File: src/rtl/seq_mult_6bit.sv
// Sequential unsigned shift-and-add multiplier. It time-shares an external WIDTH-bit ripple adder
// and handles one partial product per clock, with a start/busy/done handshake to the controller.
module seq_mult_6bit #(
   parameter int unsigned WIDTH = 6
) (
   input  logic                 clk,
   input  logic                 rst,
   input  logic                 start,
   input  logic [WIDTH-1:0]     mcand,
   input  logic [WIDTH-1:0]     mplier,
   output logic                 busy,
   output logic                 done,
   output logic [2*WIDTH-1:0]   product,
   output logic [WIDTH-1:0]     add_a,
   output logic [WIDTH-1:0]     add_b,
   output logic                 add_cin,
   input  logic [WIDTH-1:0]     add_s,
   input  logic                 add_cout
);

   localparam int unsigned CNT_W = 3;
   localparam logic [CNT_W-1:0] LAST_ITER = CNT_W'(WIDTH - 1);

   typedef enum logic [1:0] {
      IDLE = 2'd0,
      RUN  = 2'd1,
      DONE = 2'd2
   } state_t;

   state_t              state, state_nxt;
   logic [WIDTH-1:0]    acc, acc_nxt;
   logic [WIDTH-1:0]    mq, mq_nxt;
   logic [WIDTH-1:0]    mc, mc_nxt;
   logic [CNT_W-1:0]    cnt, cnt_nxt;
   logic                busy_nxt, done_nxt;

   // State register
   always_ff @(posedge clk) begin
      if (rst) state <= IDLE;
      else     state <= state_nxt;
   end

   // Next-state logic
   always_comb begin
      state_nxt = state;
      case (state)
         IDLE:    if (start) state_nxt = RUN;
         RUN:     if (cnt == LAST_ITER) state_nxt = DONE;
         DONE:    state_nxt = IDLE;
         default: state_nxt = IDLE;
      endcase
   end

   // Datapath next values, flag next values and adder drive
   always_comb begin
      acc_nxt  = acc;
      mq_nxt   = mq;
      mc_nxt   = mc;
      cnt_nxt  = cnt;
      busy_nxt = (state_nxt != IDLE);
      done_nxt = (state_nxt == DONE);
      add_a    = '0;
      add_b    = '0;
      add_cin  = 1'b0;
      case (state)
         IDLE: begin
            if (start) begin
               mc_nxt  = mcand;
               mq_nxt  = mplier;
               acc_nxt = '0;
               cnt_nxt = '0;
            end
         end
         RUN: begin
            add_a   = acc;
            add_b   = mq[0] ? mc : '0;
            // {cout,s,mq} shifted right one place: the carry lands in the top bit of acc
            acc_nxt = {add_cout, add_s[WIDTH-1:1]};
            mq_nxt  = {add_s[0], mq[WIDTH-1:1]};
            cnt_nxt = cnt + CNT_W'(1);
         end
         default: ;
      endcase
   end

   // Datapath and registered handshake flags
   always_ff @(posedge clk) begin
      if (rst) begin
         acc  <= '0;
         mq   <= '0;
         mc   <= '0;
         cnt  <= '0;
         busy <= 1'b0;
         done <= 1'b0;
      end else begin
         acc  <= acc_nxt;
         mq   <= mq_nxt;
         mc   <= mc_nxt;
         cnt  <= cnt_nxt;
         busy <= busy_nxt;
         done <= done_nxt;
      end
   end

   assign product = {acc, mq};

endmodule
File: config.mk
export PLATFORM = sky130hd
export DESIGN_NAME = seq_mult_6bit
export DESIGN_NICKNAME = d
export VERILOG_FILES = /design/src/rtl/seq_mult_6bit.sv
export SDC_FILE = /design/constraint.sdc
export NUM_CORES = 1
export LEC_CHECK = 0
export CAP_MARGIN = 30
export CORE_MARGIN = 5
export CORE_UTILIZATION = 40
export DETAILED_ROUTE_END_ITERATION = 10
export PLACE_DENSITY = 0.77
export SKIP_CTS_REPAIR_TIMING = 1
export SLEW_MARGIN = 20
export SYNTH_ARGS = -nofsm -noshare
export SYNTH_HDL_FRONTEND = slang
export SYNTH_SLANG_ARGS = --single-unit
export TNS_END_PERCENT = 50
File: constraint.sdc
create_clock -name clk -period 1.6 [get_ports clk]
set_input_delay 0.48 -clock clk [delete_from_list [all_inputs] [get_ports clk]]
set_output_delay 0.48 -clock clk [all_outputs]
set_load 0.01 [all_outputs]
==> metrics.cfg <==
[status]
status = finished, violations left
failed_checks = setup timing

[place]
gp_congestion = 0.786
port-buffer-count = 47
hpwlAfterDp_mm = 2.00

[floorplan]
io_pins = 49
placementRows = 19
start_util_pct = 40.9
die_area_mm2 = 0.00390
die_h_um = 62.4
core_area_mm2 = 0.00269
die_x_um = 62.4

[clock_tree]
clock_sinks = 25
tritoncts = yes
htree_levels = 1
clk_path_buf_depth = 2
cts_root_buf = clkbuf_4
clkSlewWorstSetupHoldPaths_ns = 0.14
clock_latency_ns = 0.32
cts_made_buffers = 3

[sta]
skew_ns = 0.0111
setup_violations = 13
slew_violations = 0
period_needed_ns = 1.76
final_hold_viol_count = 0
finalCritPeriodShare_pct = 110
rsz0062_at_grt = true
max_freq_ghz = 0.569
layout_setup_ws_ns = -0.158

[routing]
drc_errors = 0
ant_nets = 0
drt_wl_total_mm = 2.69
viasPerCell = 4.95
drt-initial-drc-count = 35
via_count = 956
wl_per_cell_um = 13.9
drtPass1Iterations = 3

[logic_synthesis]
syn_avg_cell_area_um2 = 9.82
syn-cell-area_mm2 = 0.00110
synth-warning-count = 0
synth_seq_cells = 25
synth_nets = 136
synth.top_cell.area_share_pct = 45.5
ys_top_cells_by_area = dfxtp_1 46%, mux2i_1 7.3%, nor2_1 6.8%
ys_seq_area_share_pct = 45.5
yosysUniqueCellTypes = 27
synthCells = 112
yosysTopAreaCell = dfxtp_1

[worst_setup_path]
reg2reg_slack_ns = 0.39
critPathSlowestCell = dfxtp_2
r2r_cells = 5
cp.arrival_ns = 1.28
r2r_end = mc[5]
slowest_delay_ns = 0.35
endpoint_kind = primary output
crit_required_ns = 1.12
critical_path.max_fanout = 19
path_class = reg2out
start_kind = flip-flop
worstPathCellList = nor2b_4, buf_12, and3_1, buf_2
r2r_start = state[0]

[finish]
syn_to_final_growth_pct = 48.5
diodes = 0
nFillCells = 237
layout-drive-gt1-share_pct = 22.8
nNetsFinal = 187
fin_util_pct = 60.8

[global_routing]
antenna_found_initial = 0
grt_max_degree = 26
grt_pass1_wl_mm = 4.66
track_usage_pct = 14.3
grt.overflow.total = 0
grt_pass1_vias = 1032

[pwr]
finalPower_mw = 1.23
peakVddDrop_v = 0.000549
p_per_area_mw_per_mm2 = 755
power_leakage_nw = 0.910

[hold_path]
whs_path_depth = 2
holdCritStartpoint = mc[5]
whs_endpoint = mc[5]
min_path_type = reg2reg

[flow_run]
cap_violations = 0

-- worst max path at each step --
stage                        start        to  slack (ns)  depth (start not counted)
final                     state[0]  add_b[3]       -0.16                          4
after detailed placement  state[0]  add_b[3]       -0.21                          4
after global routing      state[0]  add_b[3]       -0.24                          4
after global placement    state[0]  add_b[3]       -0.18                          4
after floorplan           state[0]  add_b[0]        0.13                          5
after CTS                 state[0]  add_b[3]       -0.60                          4
-- state kept, by name, indices dropped and copies added, names as in the netlist --
signal / flops
acc: 6
mc: 6
busy: 1
state: 2
cnt: 3
done: 1
mq: 6
-- routing by layer --
layer | part of all wire (%) | GRT usage [%] | wire length [um] | up-vias
li1 | - | - | - | 483
met1 | 44 | 17.2 | 1190 | 432
met4 | 0.82 | 3.98 | 22 | 0
met2 | 46 | 23.7 | 1240 | 38
met3 | 8.8 | 5.58 | 238 | 3
met5 | 0 | 0 | 0 | -
-- where the power goes --
group	switching [mW]	leakage, nW	total (mW)	internal [mW]
Combinational	0.107	0.684	0.259	0.152
Clock	0.192	0.0177	0.286	0.0937
Sequential	0.0261	0.208	0.688	0.662
-- worst max-delay path: cells and delay by family (launching register included) --
kind / cells / cell delay, ns
buffers and inverters: 2 / 0.28
flip-flops: 1 / 0.35
AND/OR/NAND/NOR: 2 / 0.33
-- cell families after synthesis --
group,after synthesis,synth area share [%]
AOI/OAI and AO/OA,21,15.9
xor gates and xnor gates,1,0.797
adders and majority gates,2,2.27
buffers and inverters,16,9.90
DFF,25,45.5
muxes,8,7.28
other,1,0.341
and+or+nand+nor,38,18.0
-- area by class of cell --
type	count	area (um^2)	area share [%]
Clock buffer	3	22.5	1.38
Multi-Input combinational cell	71	490	30.0
Timing Repair Buffer	56	542	33.2
Clock inverter	1	5.00	0.307
Inverter	6	22.5	1.38
Tap cell	31	38.8	2.38
Sequential cell	25	512	31.3
-- cells in the mapped netlist --
cell type,n
a211oi_1,2
a211oi_2,1
a21oi_1,4
a22oi_1,7
a311oi_1,1
and2_1,6
and3_1,6
buf_4,2
buf_6,4
buf_8,1
clkbuf_1,3
conb_1,1
dfxtp_1,25
ha_1,2
inv_1,6
mux2i_1,8
nand2_1,1
nand3_1,1
nand3b_1,1
nor2_1,20
nor2b_4,1
nor3_1,1
nor3b_2,1
o21ba_2,1
o21bai_2,1
o221a_1,4
xor2_1,1
-- through the flow --
stage	setup slack [ns]	hold slack, ns	setup TNS [ns]	instance area (um^2)	std cells
after global routing	-0.244	0.542	-2.77	1630	193
after global placement	-0.180	0.466	-3.02	1620	189
after floorplan	0.132	0.452	0	1100	112
after detailed placement	-0.207	0.481	-3.62	1620	189
after CTS	-0.604	0.516	-8.85	1640	193
final	-0.158	0.513	-1.75	1630	193
-- placed cells by master, fill, tap and decap left out, drive strengths merged --
cell and n:
nor3 1, dlymetal6s2s 13, conb 1, nand2 1, clkdlybuf4s50 22, buf 21
clkbuf 3, dfxtp 25, nand3b 1, clkinv 1, a211oi 3, nor3b 1
inv 6, nand3 1, o21ba 1, o21bai 1, a311oi 1, xor2 1
and3 6, nor2b 1, and2 6, a21oi 4, ha 2, mux2i 8
nor2 20, o221a 4, a22oi 7
Power figures use the tool's default switching activity.
